File: config.mk
export PLATFORM = sky130hd
export DESIGN_NAME = uart_rx_buffer
export DESIGN_NICKNAME = d
export VERILOG_FILES = /design/src/rtl/uart_rx_buffer.sv
export SDC_FILE = /design/constraint.sdc
export NUM_CORES = 1
export LEC_CHECK = 0
export ABC_AREA = 1
export BUFFER_PORTS_ARGS = -buffer_cell sky130_fd_sc_hd__buf_4
export CORE_MARGIN = 2
export CORE_UTILIZATION = 47
export CTS_BUF_LIST = sky130_fd_sc_hd__clkbuf_16
export CTS_CLUSTER_SIZE = 28
export DETAILED_ROUTE_END_ITERATION = 16
export HOLD_SLACK_MARGIN = 0.02
export SLEW_MARGIN = 20
export SYNTH_ARGS = -nofsm -noshare
export SYNTH_HDL_FRONTEND = slang
export SYNTH_SLANG_ARGS = --single-unit
File: constraint.sdc
create_clock -name sys_clk -period 3 [get_ports sys_clk]
set_input_delay 0.3 -clock sys_clk [delete_from_list [all_inputs] [get_ports sys_clk]]
set_output_delay 0.3 -clock sys_clk [all_outputs]
set_load 0.005 [all_outputs]
File: src/rtl/uart_rx_buffer.sv
// Purpose : captures one frame per rising edge of uart_rx_done into a first-word-fall-through FIFO,
//           counts data/frame errors (saturating) and flags frames lost to a full FIFO (sticky overflow).
// Latency : a captured frame is written on the capture edge and shows on rd_valid/rd_data one cycle later.
// Backpr. : the consumer stalls with rd_ready=0. The receiver cannot be stalled, so a capture into a full
//           FIFO (with no pop in the same cycle) is discarded and overflow is set.
// Ports   : sys_clk/reset (async, active-low) | uart_rx_dout, uart_rx_done, uart_rx_data_error,
//           uart_rx_frame_error from the receiver | drop_err, clr_status control | rd_valid/rd_ready/
//           rd_data read side | level, full, empty, overflow, data_err_cnt, frame_err_cnt status.
module uart_rx_buffer #(
  parameter int FRAME_WIDTH   = 10,
  parameter int DEPTH         = 16,
  parameter int ERR_CNT_WIDTH = 8
) (
  input  logic                     sys_clk,
  input  logic                     reset,
  input  logic [FRAME_WIDTH-1:0]   uart_rx_dout,
  input  logic                     uart_rx_done,
  input  logic                     uart_rx_data_error,
  input  logic                     uart_rx_frame_error,
  input  logic                     drop_err,
  input  logic                     clr_status,
  input  logic                     rd_ready,
  output logic                     rd_valid,
  output logic [FRAME_WIDTH-1:0]   rd_data,
  output logic [$clog2(DEPTH):0]   level,
  output logic                     full,
  output logic                     empty,
  output logic                     overflow,
  output logic [ERR_CNT_WIDTH-1:0] data_err_cnt,
  output logic [ERR_CNT_WIDTH-1:0] frame_err_cnt
);

  localparam int AW = $clog2(DEPTH);
  localparam int LW = AW + 1;
  localparam logic [LW-1:0] FULL_LVL = LW'(DEPTH);

  // Previous-cycle copy of uart_rx_done; resets to 1 so a done already high
  // when reset is released is not mistaken for a new frame.
  logic                     done_q;
  logic [AW-1:0]            wr_ptr_q, wr_ptr_d;
  logic [AW-1:0]            rd_ptr_q, rd_ptr_d;
  logic [LW-1:0]            level_q, level_d;
  logic                     overflow_q, overflow_d;
  logic [ERR_CNT_WIDTH-1:0] data_err_cnt_q, data_err_cnt_d;
  logic [ERR_CNT_WIDTH-1:0] frame_err_cnt_q, frame_err_cnt_d;
  logic [FRAME_WIDTH-1:0]   mem_q [DEPTH];

  logic capture, has_err, accept, push, pop, full_w, lost;

  assign full_w  = (level_q == FULL_LVL);
  assign capture = uart_rx_done & ~done_q;
  assign has_err = uart_rx_data_error | uart_rx_frame_error;
  assign accept  = capture & ~(drop_err & has_err);
  assign pop     = rd_valid & rd_ready;
  // A pop frees the head slot on the same edge, so a full FIFO can still take a write.
  assign push    = accept & (~full_w | pop);
  assign lost    = accept & full_w & ~pop;

  always_comb begin
    wr_ptr_d        = wr_ptr_q;
    rd_ptr_d        = rd_ptr_q;
    level_d         = level_q;
    overflow_d      = overflow_q;
    data_err_cnt_d  = data_err_cnt_q;
    frame_err_cnt_d = frame_err_cnt_q;

    if (push) wr_ptr_d = wr_ptr_q + AW'(1);
    if (pop)  rd_ptr_d = rd_ptr_q + AW'(1);

    case ({push, pop})
      2'b10:   level_d = level_q + LW'(1);
      2'b01:   level_d = level_q - LW'(1);
      default: level_d = level_q;
    endcase

    // Error counting does not depend on whether the frame is kept.
    if (capture && uart_rx_data_error && (data_err_cnt_q != '1))
      data_err_cnt_d = data_err_cnt_q + ERR_CNT_WIDTH'(1);
    if (capture && uart_rx_frame_error && (frame_err_cnt_q != '1))
      frame_err_cnt_d = frame_err_cnt_q + ERR_CNT_WIDTH'(1);
    if (lost) overflow_d = 1'b1;

    // Clear takes priority over any same-cycle increment or overflow.
    if (clr_status) begin
      overflow_d      = 1'b0;
      data_err_cnt_d  = '0;
      frame_err_cnt_d = '0;
    end
  end

  always_ff @(posedge sys_clk or negedge reset) begin
    if (!reset) begin
      done_q          <= 1'b1;
      wr_ptr_q        <= '0;
      rd_ptr_q        <= '0;
      level_q         <= '0;
      overflow_q      <= 1'b0;
      data_err_cnt_q  <= '0;
      frame_err_cnt_q <= '0;
    end else begin
      done_q          <= uart_rx_done;
      wr_ptr_q        <= wr_ptr_d;
      rd_ptr_q        <= rd_ptr_d;
      level_q         <= level_d;
      overflow_q      <= overflow_d;
      data_err_cnt_q  <= data_err_cnt_d;
      frame_err_cnt_q <= frame_err_cnt_d;
    end
  end

  // Storage is not reset; an empty level masks whatever it holds.
  always_ff @(posedge sys_clk) begin
    if (push) mem_q[wr_ptr_q] <= uart_rx_dout;
  end

  assign rd_valid      = (level_q != '0);
  assign rd_data       = rd_valid ? mem_q[rd_ptr_q] : '0;
  assign level         = level_q;
  assign full          = full_w;
  assign empty         = ~rd_valid;
  assign overflow      = overflow_q;
  assign data_err_cnt  = data_err_cnt_q;
  assign frame_err_cnt = frame_err_cnt_q;

endmodule
==> results.tsv <==
stage	metric	value	unit
run_status	outcome	finished, final reports clean	
clock_tree	clock_latency	430	ps
setup_path	worstPathRequired	2700	ps
power_and_ir_drop	p_int	0.00530	W
final_layout	fillers	1468	
die	dieArea	0.0189	mm^2
synthesis	syn_avg_cell_area	11.1	um^2
place	hpwlAfterDp	11.7	mm
sta	finalSetupViolCount	0	
final_layout	mostFrequentLayoutCells	234 x nand2_1, 160 x edfxtp_1, 140 x nand3_1	
power_and_ir_drop	seq_power_share	38.7	%
sta	drv_slew	0	
die	fp.dieW	137	um
die	core	0.0174	mm^2
synthesis	synth.cell_area	0.00837	mm^2
route	via_per_inst	5.42	
power_and_ir_drop	power.density	866	mW/mm^2
hold_path	hold_path_class	input pin to register	
setup_path	reg2reg_to	level[4]	
grt	grt_max_degree	82	
sta	clock_skew	9.28	ps
route	ant_nets	0	
synthesis	synth_cells	756	
synthesis	yosysWarnings	0	
setup_path	crit_end	rd_data[0]	
grt	grt_pass1_wl	30.3	mm
place	dpl_cell_area	0.00897	mm^2
clock_tree	clkTransAtPathRegs	70	ps
synthesis	synth.distinct_cells	36	
place	gp_congestion	0.864	
route	wl_per_cell	18.4	um
clock_tree	cts_buffers	17	
sta	whs	97.4	ps
grt	antenna_found_initial	1	
setup_path	critPathLaunchType	register	
setup_path	endpoint_kind	output pin	
route	drt_first_pass_iters	5	
final_layout	fin_cells	1054	
die	io_pins	53	
clock_tree	root_buffer	clkbuf_16	
final_layout	layout_commonest_cell	nand2_1	
place	dp_cells	1019	
die	die_h	137	um
setup_path	r2r_cells	13	
grt	grt_usage	22.0	%
clock_tree	cts.path.max_buffers	2	
power_and_ir_drop	worst_ir_drop_vdd	0.546	mV
sta	worst_pin_slew	875	ps
setup_path	regToRegStartpoint	level[3]	
setup_path	arrival	2220	ps
sta	hold_violations	0	
route	drt_iter0_markers	459	
power_and_ir_drop	p_sw_share	36.1	%
run	maxCapViolCount	0	
final_layout	syn2layout_area_growth	14.4	%
final_layout	final_util	55.2	%
setup_path	rrSetupSlack	820	ps
power_and_ir_drop	combPwrFrac	34.9	%
final_layout	final_design_area_no_fill	0.00958	mm^2
sta	period_needed	2520	ps
sta	relSlewSlack	41.6	%
die	initial_core_util	48.2	%
clock_tree	cts-htree-levels	4	
synthesis	seq_area_frac_synth	66.7	%
sta	max_freq	397	MHz
power_and_ir_drop	p_leak	3.79	nW
clock_tree	clkSinkCount	191	
grt	grt-ovfl-total	0	
sta	setup_tns	0	ps
grt	grt_pass1_vias	5499	
final_layout	drive_gt1_share	16.4	%
synthesis	ys_ff_latch	191	
synthesis	syn-num-nets	785	
setup_path	crit_fanout	81	
route	dr_total_vias	5708	
clock_tree	cts_tree	done	
power_and_ir_drop	p_switching	0.00300	W
route	drc	0	
die	rows	48	
setup_path	worstSetupPathType	register to output pin	
setup_path	startpoint	rd_ptr_q[0]	
place	io_buffer_count	52	
route	wl	19.4	mm
power_and_ir_drop	clkPwrFrac	26.5	%
sta	fin_crit_sh	83.9	%
final_layout	nets	844	
sta	rsz0062_at_grt	false	
==> synth_stat cells (all sizes together) <==
cell type    n  area [um^2]
a21oi       18          124
a31oi        1         6.26
and3         2         12.5
buf         31          233
clkbuf       4         15.0
dfrtp       30          751
dfstp        1         26.3
edfxtp     160         4800
fa           1         20.0
ha          10          125
inv         35          144
nand2      243          955
nand3      142          728
nand4        2         25.0
nor2        43          184
nor3         4         20.0
nor3b        1         7.51
o21ai       13         65.1
o21bai       1         7.51
o31ai        2         15.0
xnor2        2         17.5
xor2        10         87.6
==> critical path, stage by stage, from the launching register on <==
cell     delay (ps)
dfrtp_2         470
inv_8           340
nand2_1         120
nand3_1         100
nand3_1         110
nand2_1         100
nand2_1          60
a21oi_2         250
buf_4           160
==> layer usage <==
metal  global-route usage, %  wire length (um)  vias up
met2                    35.0              9210      174
met1                    29.6              8440     2803
li1                        -                 -     2699
met3                    4.42              1220       32
met5                       0                 0        -
met4                    9.22               518        0
==> worst min-delay path by stage <==
stage                          start         endpoint  slack, ps  depth (start not counted)
final                     clr_status         overflow        100                          2
after global routing      clr_status         overflow         90                          2
after CTS                 clr_status         overflow         90                          2
after detailed placement       reset         level[3]        270                          1
after global placement         reset         level[0]        270                          1
after floorplan                reset  data_err_cnt[0]          4                          0
==> sequential cells by signal (all words and copies together) (netlist names) <==
signal         flops
level              5
rd_ptr_q           4
overflow           1
done_q             1
data_err_cnt       8
frame_err_cnt      8
wr_ptr_q           4
mem_q            160
==> cell families after synthesis <==
family          after synthesis  share of synthesized area, %
simple gates                437                          23.1
xor+xnor                     12                          1.26
flops                       191                          66.7
fa+ha+maj                    11                          1.73
compound gates               35                          2.60
buf+inv                      70                          4.68
==> what timing repair did <==
item                                   4_1_cts  5_1_grt
hold buffers                                 2        0
endpoints found under the hold margin       31        0
setup endpoints to repair                    0        0
setup buffers                                0        0
gates resized for setup                      0        0
==> final cells by class <==
cell class	instances	area (um^2)	share of cell area [%]
flip-flops and latches	191	5580	58.3
repair buffers	75	581	6.06
diodes	1	2.50	0.0261
multi-input cells	495	2400	25.1
clock buffers	21	526	5.49
well taps	225	282	2.94
inverters	35	144	1.50
clock inverters	11	58.8	0.614
==> power groups by stage <==
stage          clock network, W  logic [W]  registers [W]
2_1_floorplan                 0    0.00209        0.00320
3_3_place_gp                  0    0.00286        0.00325
3_5_place_dp                  0    0.00289        0.00326
4_1_cts                 0.00223    0.00291        0.00321
5_1_grt                 0.00233    0.00324        0.00323
6_report                0.00220    0.00289        0.00321
==> metrics by stage <==
step	worst slack, ps	power (W)
4_1_cts	483	0.00835
6_report	483	0.00829
3_3_place_gp	909	0.00612
2_1_floorplan	998	0.00528
5_1_grt	355	0.00880
3_5_place_dp	812	0.00615
No activity file was read; power rests on OpenSTA's default activity.
